**config.mk**
```make
export PLATFORM = sky130hd
export DESIGN_NAME = key_conditioner
export DESIGN_NICKNAME = d
export VERILOG_FILES = /design/src/rtl/key_conditioner.sv
export SDC_FILE = /design/constraint.sdc
export NUM_CORES = 1
export LEC_CHECK = 0
export BUFFER_PORTS_ARGS = -buffer_cell sky130_fd_sc_hd__buf_2
export CAP_MARGIN = 0
export CORE_MARGIN = 8
export CORE_UTILIZATION = 40
export DETAILED_ROUTE_END_ITERATION = 10
export HOLD_SLACK_MARGIN = 0.12
export PLACE_DENSITY = 0.63
export SETUP_SLACK_MARGIN = 0.5
export SLEW_MARGIN = 20
export SYNTH_ARGS = -nofsm -noshare
export SYNTH_HDL_FRONTEND = slang
export SYNTH_SLANG_ARGS = --single-unit
```
**constraint.sdc**
```tcl
create_clock -name clk -period 2.4 [get_ports clk]
set_clock_uncertainty 0.1 [all_clocks]
set_input_delay 0.36 -clock clk [delete_from_list [all_inputs] [get_ports clk]]
set_output_delay 0.36 -clock clk [all_outputs]
set_load 0.02 [all_outputs]
```
**src/rtl/key_conditioner.sv**
```systemverilog
// Pushbutton conditioner: synchronises and debounces three active-low keys,
// generates press/auto-repeat events for left/right, and hands them to a
// consumer through a held-command / ack handshake. Start is a one-cycle pulse.
module key_conditioner #(
  parameter int unsigned DEBOUNCE_CYCLES = 250000,
  parameter int unsigned REPEAT_DELAY    = 25000000,
  parameter int unsigned REPEAT_PERIOD   = 5000000
) (
  input  logic clk,
  input  logic reset,
  input  logic key_left_n,
  input  logic key_right_n,
  input  logic key_start_n,
  input  logic ack,
  output logic left,
  output logic right,
  output logic start,
  output logic overrun
);

  localparam int unsigned NKEYS  = 3;
  localparam int unsigned K_L    = 0;
  localparam int unsigned K_R    = 1;
  localparam int unsigned K_S    = 2;
  localparam int unsigned DB_W   = $clog2(DEBOUNCE_CYCLES + 1);
  localparam int unsigned RP_MAX = (REPEAT_DELAY > REPEAT_PERIOD) ? REPEAT_DELAY : REPEAT_PERIOD;
  localparam int unsigned RP_W   = $clog2(RP_MAX + 1);

  typedef enum logic [1:0] {IDLE, PEND_L, PEND_R, DRAIN} state_t;

  logic [NKEYS-1:0] sync1_q, sync1_d;
  logic [NKEYS-1:0] sync2_q, sync2_d;
  logic [NKEYS-1:0] stable_q, stable_d;
  logic [NKEYS-1:0] prev_q, prev_d;
  logic [DB_W-1:0]  db_cnt_q [NKEYS];
  logic [DB_W-1:0]  db_cnt_d [NKEYS];

  logic [RP_W-1:0]  rep_cnt_q, rep_cnt_d;
  logic             rep_phase_q, rep_phase_d;
  logic             rep_arm_q, rep_arm_d;

  logic [NKEYS-1:0] press;
  logic             one_hot;
  logic             press_l_ok, press_r_ok, press_ok;
  logic             rep_active, rep_fire;
  logic [RP_W-1:0]  rep_target;
  logic             ev_l, ev_r;

  state_t           state_q;

  // Synchroniser and per-key debounce: a level change is accepted after it
  // has been seen on DEBOUNCE_CYCLES consecutive cycles.
  always_comb begin
    sync1_d  = ~{key_start_n, key_right_n, key_left_n};
    sync2_d  = sync1_q;
    stable_d = stable_q;
    prev_d   = stable_q;
    for (int i = 0; i < int'(NKEYS); i++) begin
      db_cnt_d[i] = db_cnt_q[i];
      if (sync2_q[i] == stable_q[i]) begin
        db_cnt_d[i] = '0;
      end else if (db_cnt_q[i] == DB_W'(DEBOUNCE_CYCLES - 1)) begin
        stable_d[i] = sync2_q[i];
        db_cnt_d[i] = '0;
      end else begin
        db_cnt_d[i] = db_cnt_q[i] + DB_W'(1);
      end
    end
  end

  // Press detection and auto-repeat; repeats only follow a press that was
  // valid on its own, so releasing one of two held keys never re-arms.
  always_comb begin
    press      = stable_q & ~prev_q;
    one_hot    = stable_q[K_L] ^ stable_q[K_R];
    press_l_ok = press[K_L] & ~stable_q[K_R];
    press_r_ok = press[K_R] & ~stable_q[K_L];
    press_ok   = press_l_ok | press_r_ok;
    rep_active = one_hot & (rep_arm_q | press_ok);
    rep_target = rep_phase_q ? RP_W'(REPEAT_PERIOD) : RP_W'(REPEAT_DELAY);
    rep_fire   = rep_active & ~press_ok & (rep_cnt_q >= rep_target);
    rep_arm_d  = rep_active;
    rep_cnt_d  = rep_cnt_q;
    rep_phase_d = rep_phase_q;
    if (!rep_active) begin
      rep_cnt_d   = '0;
      rep_phase_d = 1'b0;
    end else if (press_ok) begin
      rep_cnt_d   = RP_W'(1);
      rep_phase_d = 1'b0;
    end else if (rep_fire) begin
      rep_cnt_d   = RP_W'(1);
      rep_phase_d = 1'b1;
    end else begin
      rep_cnt_d   = rep_cnt_q + RP_W'(1);
    end
    ev_l = press_l_ok | (rep_fire & stable_q[K_L]);
    ev_r = press_r_ok | (rep_fire & stable_q[K_R]);
  end

  // Key path registers.
  always_ff @(posedge clk) begin
    if (reset) begin
      sync1_q     <= '0;
      sync2_q     <= '0;
      stable_q    <= '0;
      prev_q      <= '0;
      rep_cnt_q   <= '0;
      rep_phase_q <= 1'b0;
      rep_arm_q   <= 1'b0;
      for (int i = 0; i < int'(NKEYS); i++) db_cnt_q[i] <= '0;
    end else begin
      sync1_q     <= sync1_d;
      sync2_q     <= sync2_d;
      stable_q    <= stable_d;
      prev_q      <= prev_d;
      rep_cnt_q   <= rep_cnt_d;
      rep_phase_q <= rep_phase_d;
      rep_arm_q   <= rep_arm_d;
      for (int i = 0; i < int'(NKEYS); i++) db_cnt_q[i] <= db_cnt_d[i];
    end
  end

  // Command FSM with registered outputs; events while busy are dropped and
  // latch the sticky overrun flag.
  always_ff @(posedge clk) begin
    if (reset) begin
      state_q <= IDLE;
      left    <= 1'b0;
      right   <= 1'b0;
      start   <= 1'b0;
      overrun <= 1'b0;
    end else begin
      start <= press[K_S];
      if ((state_q != IDLE) && (ev_l || ev_r)) overrun <= 1'b1;
      case (state_q)
        IDLE: begin
          if (ev_l) begin
            state_q <= PEND_L;
            left    <= 1'b1;
          end else if (ev_r) begin
            state_q <= PEND_R;
            right   <= 1'b1;
          end
        end
        PEND_L: begin
          if (ack) begin
            state_q <= DRAIN;
            left    <= 1'b0;
          end
        end
        PEND_R: begin
          if (ack) begin
            state_q <= DRAIN;
            right   <= 1'b0;
          end
        end
        DRAIN: begin
          if (!ack) state_q <= IDLE;
        end
        default: begin
          state_q <= IDLE;
          left    <= 1'b0;
          right   <= 1'b0;
        end
      endcase
    end
  end

endmodule
```
==> results.toml, run 1 <==
[finish]
post_route_cells_drive_above_1_share = 0.1664
num_antenna_cells = 0
flow.area_growth_from_synthesis_pct = 18.45
layout.cells.non_filler = 687
finalNetCount = 566

[timing]
unrepaired_setup_endpoints_after_global_routing = "yes"
finalWorstSetupSlack_ns = -0.06024
hold-worst-slack_ns = 0.1512
fmax_mhz = 406.5
finalSetupViolCount = 2
period_minus_slack_ns = 2.460
hold_violations = 0
worst_slew_margin_rel = 0.6722
report.final.slew_viol_count = 0
tightestPinTransition_ns = 0.4916
fin_crit_sh = 1.025

[worst_setup_path]
cp_max_fo = 5
ff2ff_path_depth = 9
path_class = "reg -> reg"
start_kind = "flip-flop"
worst_ep_arrival_time_ns = 2.66
critical_path.reg2reg.startpoint = "rep_phase_q$_SDFFE_PP0P_"
r2r-end = "state_q[1]$_SDFFE_PP0P_"
end_kind = "flip-flop"
setup.reg_to_reg.worst_slack_ns = -0.06
required_ns = 2.60

[grt]
antenna_found_initial = 0
global_route.overflow_total = 0
grt_pass1_wl_mm = 14.34
grt_max_degree = 19
grt_pass1_vias = 3245
grt_use_total = 0.1164

[routing]
drt_first_pass_iters = 4
route.vias.total = 3398
avgViaCountPerCell = 4.946
drt_first_iter_violations = 125
drc_errors = 0
drt-wirelength-per-cell_um = 11.90
final_routed_wirelength_across_all_metal_layers_mm = 8.174
drtAntennaViolNets = 0

[synthesis]
yosys-top-cells-count = "nor2_1, dfxtp_1, xor2_1"
synth_async_sr_flop_share = 0
synth_area_um2 = 4414
yosys_register_bits = 99
synth_fp_nets = 530
syn_area_per_cell_um2 = 8.724
synth_cell_type_count = 42
number_of_enable_flip_flop_cells_after_synthesis = 0
yosys.cell_count.top_type = "nor2_1"
yosys.area.top_type = "dfxtp_1"
synth.yosys.warnings = 0
synth_sequential_area_ratio = 0.4490
synth_largest_type_area_fraction = 0.4490
postSynthCellCount = 506
synth_area_leaders = "dfxtp_1, nor2_1, xor2_1"
ys.flop_type = "dfxtp_1"

[floorplanning]
die-area_um2 = 14650
design.portCount = 10
floorplan.initialDensity = 0.4090
std_cell_rows = 38
die-height_um = 121.1
die_w_um = 121.1
core-area_um2 = 10790

[status]
violations = "setup timing"
status = "finished with violations"

[pwr]
power_frac_comb = 0.082
power_share_of_the_clock_group = 0.335
power.share.switching = 0.2477
power_density_nw_per_um2 = 552.7
cell_leakage_power_nw = 1.809
total_net_switching_power_uw = 715.7
vdd_ir_max_uv = 371.2
power.sequential.fraction = 0.583
internal_power_mw = 2.174

[min_path]
hold_path_depth = 2
min_to = "sync2_q[1]$_SDFF_PP0_"
worst_hold_path_type = "in -> reg"
worst_hold_startpoint = "reset"

[placed_design]
detailedPlace.worstSlack_ns = -0.03928
finalWeightedCongestion = 0.7806
port_buffers = 9
numPlacedInstances = 654
dp_hpwl_mm = 5.363

[clock_network]
clock_tree.htree_level_count = 3
clock_path_buffers = 2
cts_tree = "yes"
cts_root_buf = "clkbuf_8"
clock_sinks = 99
worst_skew_pair.late_latency_ns = 0.36
cts-buffers-inserted = 9
clkTransAtPathRegs_ns = 0.09

[flow_run]
cap_viol_max_count = 0
[power by group through the flow]
stage	Combinational (mW)	Sequential (mW)	Clock (mW)
2_1_floorplan	0.178	1.72	0
3_3_place_gp	0.220	1.72	0
3_5_place_dp	0.221	1.72	0
4_1_cts	0.227	1.68	1.02
5_1_grt	0.264	1.69	1.09
6_report	0.238	1.68	0.968
[timing repair]
action / CTS / global route
cloned: 3 / 0
pin swaps: 37 / 23
endpoints found under the hold margin: 3 / 0
setup buffers: 4 / 5
setup endpoints to repair: 30 / 85
hold buffers: 5 / 0
gates resized for setup: 24 / 26
[kinds of logic (layout without fill, tap and decap cells)]
family / after synthesis / count (layout) / share of synthesized area
AOI/OAI and AO/OA: 30 / 30 / 0.04734
xor gates and xnor gates: 73 / 73 / 0.1448
adders and majority gates: 18 / 18 / 0.05102
buffers and inverters: 34 / 72 / 0.02891
DFF: 99 / 99 / 0.4490
muxes: 3 / 3 / 0.006803
and+or+nand+nor: 249 / 252 / 0.2721
[layout by cell type, fill, tap and decap left out, types with 5 or more instances in the layout]
master	count
nor2_1	96
dfxtp_1	95
xor2_1	40
xnor2_1	33
nand2_1	29
nand3_1	26
inv_1	20
buf_4	20
nand4_1	18
ha_1	15
and3_1	14
nor2_2	13
nor2b_1	11
clkbuf_8	10
buf_2	9
a21oi_1	6
or3_1	5
o21ai_0	5
dlygate4sd3_1	5
[per-stage QoR]
stage	instance area, um2	utilization	total power, mW	TNS (ns)
after detailed placement	4692	0.4347	1.943	-0.03928
after global placement	4692	0.4347	1.941	0
after floorplan	4434	-	1.896	0
after global routing	5229	0.4845	3.037	-0.2644
after CTS	5089	0.4715	2.928	-0.02807
final	5229	0.4845	2.890	-0.06938
[critical path, cell delays in order, from the launching register on]
cell	delay [ns]
dfxtp_4	0.38
ha_4	0.27
nand4b_1	0.13
buf_4	0.18
nor4_4	0.31
nor4_4	0.07
o211a_1	0.26
o221a_1	0.27
or3_1	0.33
a21oi_2	0.11
[state kept, by name, indices dropped and copies added, names as in the netlist]
register	count
db_cnt_q	54
rep_cnt_q	25
prev_d	3
prev_q	3
sync1_q	3
sync2_q	3
state_q	2
left	1
overrun	1
rep_arm_q	1
rep_phase_q	1
right	1
start	1
[routing by layer]
layer	wire length (um)	share of wire	track usage	up-vias
li1	-	-	-	1768
met1	3954	0.48	0.1417	1569
met2	3817	0.47	0.1921	47
met3	279	0.034	0.03583	14
met4	123	0.015	0.03591	0
met5	0	0	0	-
[final cells by class]
class,instances,area (um2)
Multi-Input combinational cell,376,2551
Tap cell,140,175.2
Inverter,21,78.83
Clock buffer,10,137.6
Timing Repair Buffer,35,256.5
Sequential cell,99,1989
Fill cell,1000,5564
Clock inverter,6,40.04
[how the worst max path moves through the flow]
stage / start / endpoint / slack (ns) / depth (start not counted)
final: rep_phase_q$_SDFFE_PP0P_ / state_q[1]$_SDFFE_PP0P_ / -0.06 / 9
after detailed placement: rep_phase_q$_SDFFE_PP0P_ / state_q[1]$_SDFFE_PP0P_ / -0.04 / 9
after floorplan: rep_phase_q$_SDFFE_PP0P_ / state_q[1]$_SDFFE_PP0P_ / 0.12 / 8
after CTS: rep_phase_q$_SDFFE_PP0P_ / state_q[1]$_SDFFE_PP0P_ / -0.03 / 9
after global placement: rep_phase_q$_SDFFE_PP0P_ / state_q[1]$_SDFFE_PP0P_ / 0.01 / 8
after global routing: rep_phase_q$_SDFFE_PP0P_ / state_q[1]$_SDFFE_PP0P_ / -0.15 / 9
(Power assumes the default switching activity.)
==> run 2, diff against run 1 <==
--- a/config.mk
+++ b/config.mk
@@ -13,4 +13,6 @@
 export HOLD_SLACK_MARGIN = 0.12
 export PLACE_DENSITY = 0.63
+export RECOVER_POWER = 25
+export REMOVE_ABC_BUFFERS = 1
 export SETUP_SLACK_MARGIN = 0.5
 export SLEW_MARGIN = 20
==> constraint.sdc (replaced) <==
create_clock -name clk -period 2.4 [get_ports clk]
set_clock_uncertainty 0.1 [all_clocks]
set_input_delay 0 -clock clk [delete_from_list [all_inputs] [get_ports clk]]
set_output_delay 0 -clock clk [all_outputs]
set_load 0.02 [all_outputs]
==> run 2 against run 1 <==
Compared with the run above:
- the flow still finishes with violations (setup timing)
- via count is 0.56% lower
- clock-buffer cell count is 1 higher
- highest routed layer unchanged
- flip-flop and latch count stayed put
- critical endpoint unchanged
- cell count is 0.29% higher
- worst hold slack better by 0.13 ns
- non-clock buffer count is 3 higher
==> results.toml, run 2 (same netlist as run 1, synthesis figures left out) <==
[grt]
antenna_found_initial = 0
global_route.overflow_total = 0
grt_max_degree = 22
grt_use_total = 0.1192
grt_pass1_wl_mm = 14.54
grt_pass1_vias = 3305

[worst_setup_path]
cp_max_fo = 5
ff2ff_path_depth = 9
start_kind = "flip-flop"
setup.reg_to_reg.worst_slack_ns = -0.03
required_ns = 2.61
worst_ep_arrival_time_ns = 2.64
critical_path.cell_chain = "inv_2 -> ha_4 -> nand4b_1 -> nor4_4 -> nor4_4 -> o211a_1 -> o221a_1 -> or3_1 -> a21oi_2"
biggest_cell_delay_along_the_critical_path_ns = 0.38
end_kind = "flip-flop"
critical_path.reg2reg.startpoint = "rep_phase_q$_SDFFE_PP0P_"
r2r-end = "state_q[1]$_SDFFE_PP0P_"
path_class = "reg -> reg"
cell_at_the_slowest_stage_of_the_critical_path = "dfxtp_4"
worst_path_most_repeated_cell = "nor4_4"

[routing]
drt-wirelength-per-cell_um = 11.67
final_routed_wirelength_across_all_metal_layers_mm = 8.041
drt_first_iter_violations = 139
avgViaCountPerCell = 4.904
drc_errors = 0
drtAntennaViolNets = 0
route.vias.total = 3379
drt_first_pass_iters = 4

[timing]
worst_slew_margin_rel = 0.7249
report.final.slew_viol_count = 0
period_minus_slack_ns = 2.432
hold_violations = 0
finalWorstSetupSlack_ns = -0.03216
finalSetupViolCount = 2
fmax_mhz = 411.2
tightestPinTransition_ns = 0.4126
unrepaired_setup_endpoints_after_global_routing = "yes"
hold-worst-slack_ns = 0.2852
fin_crit_sh = 1.013

[finish]
registers.top_by_ff_count = "db_cnt_q"
area.sequential_um2 = 1989
flow.area_growth_from_synthesis_pct = 17.63
post_route_cells_drive_above_1_share = 0.1275
filler_cell_count = 1030
layout.core_utilization = 0.4811
multiInputGateArea_um2 = 2456
num_antenna_cells = 0
biggestRegsByFlops = "db_cnt_q x54, rep_cnt_q x25"
final_common_cell = "nor2_1"
largest_reg_flops = 54
final_cell_mix = "nor2_1, dfxtp_1, xor2_1"
finalNetCount = 568

[pwr]
total_net_switching_power_uw = 745.0
internal_power_mw = 2.309
power_share_of_the_clock_group = 0.359
cell_leakage_power_nw = 1.820
power.sequential.fraction = 0.552
power.share.switching = 0.2440
power_frac_comb = 0.089
power_density_nw_per_um2 = 588.1
vdd_ir_max_uv = 333.5

[clock_network]
cts_root_buf = "clkbuf_8"
clock_path_buffers = 2
cts-buffers-inserted = 9
worst_skew_pair.late_latency_ns = 0.37
clkTransAtPathRegs_ns = 0.09
cts_tree = "yes"
clock_sinks = 99
clock_tree.htree_level_count = 3

[floorplanning]
die-height_um = 121.1
die_w_um = 121.1
core-area_um2 = 10790
std_cell_rows = 38
floorplan.initialDensity = 0.4090
design.portCount = 10
die-area_um2 = 14650

[min_path]
worst_hold_startpoint = "prev_q[2]$_SDFF_PP0_"
min_to = "start$_SDFF_PP0_"
hold_path_depth = 1
worst_hold_path_type = "reg -> reg"

[placed_design]
dp_hpwl_mm = 5.420
finalWeightedCongestion = 0.7521
port_buffers = 9

[status]
violations = "setup timing"
status = "finished with violations"

[flow_run]
cap_viol_max_count = 0
-- run 2: cell types whose count changed in the layout (fill, tap and decap cells not counted), moves of 2 or more --
cell,delta
nand3_1,+2
nand3_2,-2
nor2_2,-10
nor2_1,+10
clkinvlp_4,-2
o21ai_0,-2
dlygate4sd3_1,+3
o21ai_1,+2
-- run 2: worst max-delay path: cells and delay by family (launching register included) --
| kind | cells | cell delay [ns] |
|---|---|---|
| AO/OA/AOI/OAI | 3 | 0.62 |
| buffers and inverters | 1 | 0.06 |
| flip-flops | 1 | 0.38 |
| AND/OR/NAND/NOR | 4 | 0.97 |
| adder cells (fa/ha/maj) | 1 | 0.25 |
-- run 2: power groups by stage --
stage | Clock (mW) | Sequential (mW) | Combinational [mW]
global placement | 0 | 1.72 | 0.218
global route | 1.21 | 1.69 | 0.305
detailed placement | 0 | 1.72 | 0.228
floorplan | 0 | 1.72 | 0.173
finish | 1.10 | 1.68 | 0.272
CTS | 1.14 | 1.69 | 0.265
-- run 2: repair_timing --
action                                 CTS  global route
endpoints found under the hold margin   18             0
buffers inserted                         6             1
gates resized for setup                 21            14
pin swaps                               16             3
cloned                                   2             0
setup endpoints to repair               31            82
hold buffers                             8             0
-- run 2: layer usage --
metal,part of all wire,wire [um],vias to the layer above,track usage
met5,0,0,-,0
met4,0.010,82,0,0.03669
met3,0.027,216,6,0.03909
met2,0.48,3856,18,0.2073
met1,0.48,3885,1585,0.1354
li1,-,-,1770,-
-- run 2: per-stage QoR --
stage / total power, mW / area [um2] / TNS [ns] / setup WS, ns / cells
2_1_floorplan: 1.891 / 4365 / 0 / 0.01752 / 493
3_3_place_gp: 1.939 / 4691 / -0.04888 / -0.04888 / 656
3_5_place_dp: 1.952 / 4691 / -2.038 / -0.1773 / 656
4_1_cts: 3.093 / 5130 / -0.03445 / -0.01732 / 688
5_1_grt: 3.204 / 5192 / -0.2338 / -0.1166 / 689
6_report: 3.054 / 5192 / -0.06112 / -0.03216 / 689
-- run 2: final cells by class --
| class | instances | share of cell area |
|---|---|---|
| Timing Repair Buffer | 38 | 0.05590 |
| Inverter | 21 | 0.01518 |
| Multi-Input combinational cell | 375 | 0.4730 |
| Clock buffer | 11 | 0.02723 |
| Clock inverter | 5 | 0.01181 |
| Tap cell | 140 | 0.03373 |
| Sequential cell | 99 | 0.3831 |
-- run 2: how the worst max path moves through the flow --
stage / start / to / slack, ns / depth (start not counted)
floorplan: rep_phase_q$_SDFFE_PP0P_ / state_q[1]$_SDFFE_PP0P_ / 0.02 / 9
global placement: rep_phase_q$_SDFFE_PP0P_ / state_q[1]$_SDFFE_PP0P_ / -0.05 / 9
detailed placement: rep_phase_q$_SDFFE_PP0P_ / state_q[1]$_SDFFE_PP0P_ / -0.18 / 9
CTS: rep_cnt_q[5]$_SDFF_PP0_ / state_q[0]$_SDFFE_PP0P_ / -0.02 / 7
global route: rep_phase_q$_SDFFE_PP0P_ / state_q[1]$_SDFFE_PP0P_ / -0.12 / 9
finish: rep_phase_q$_SDFFE_PP0P_ / state_q[1]$_SDFFE_PP0P_ / -0.03 / 9
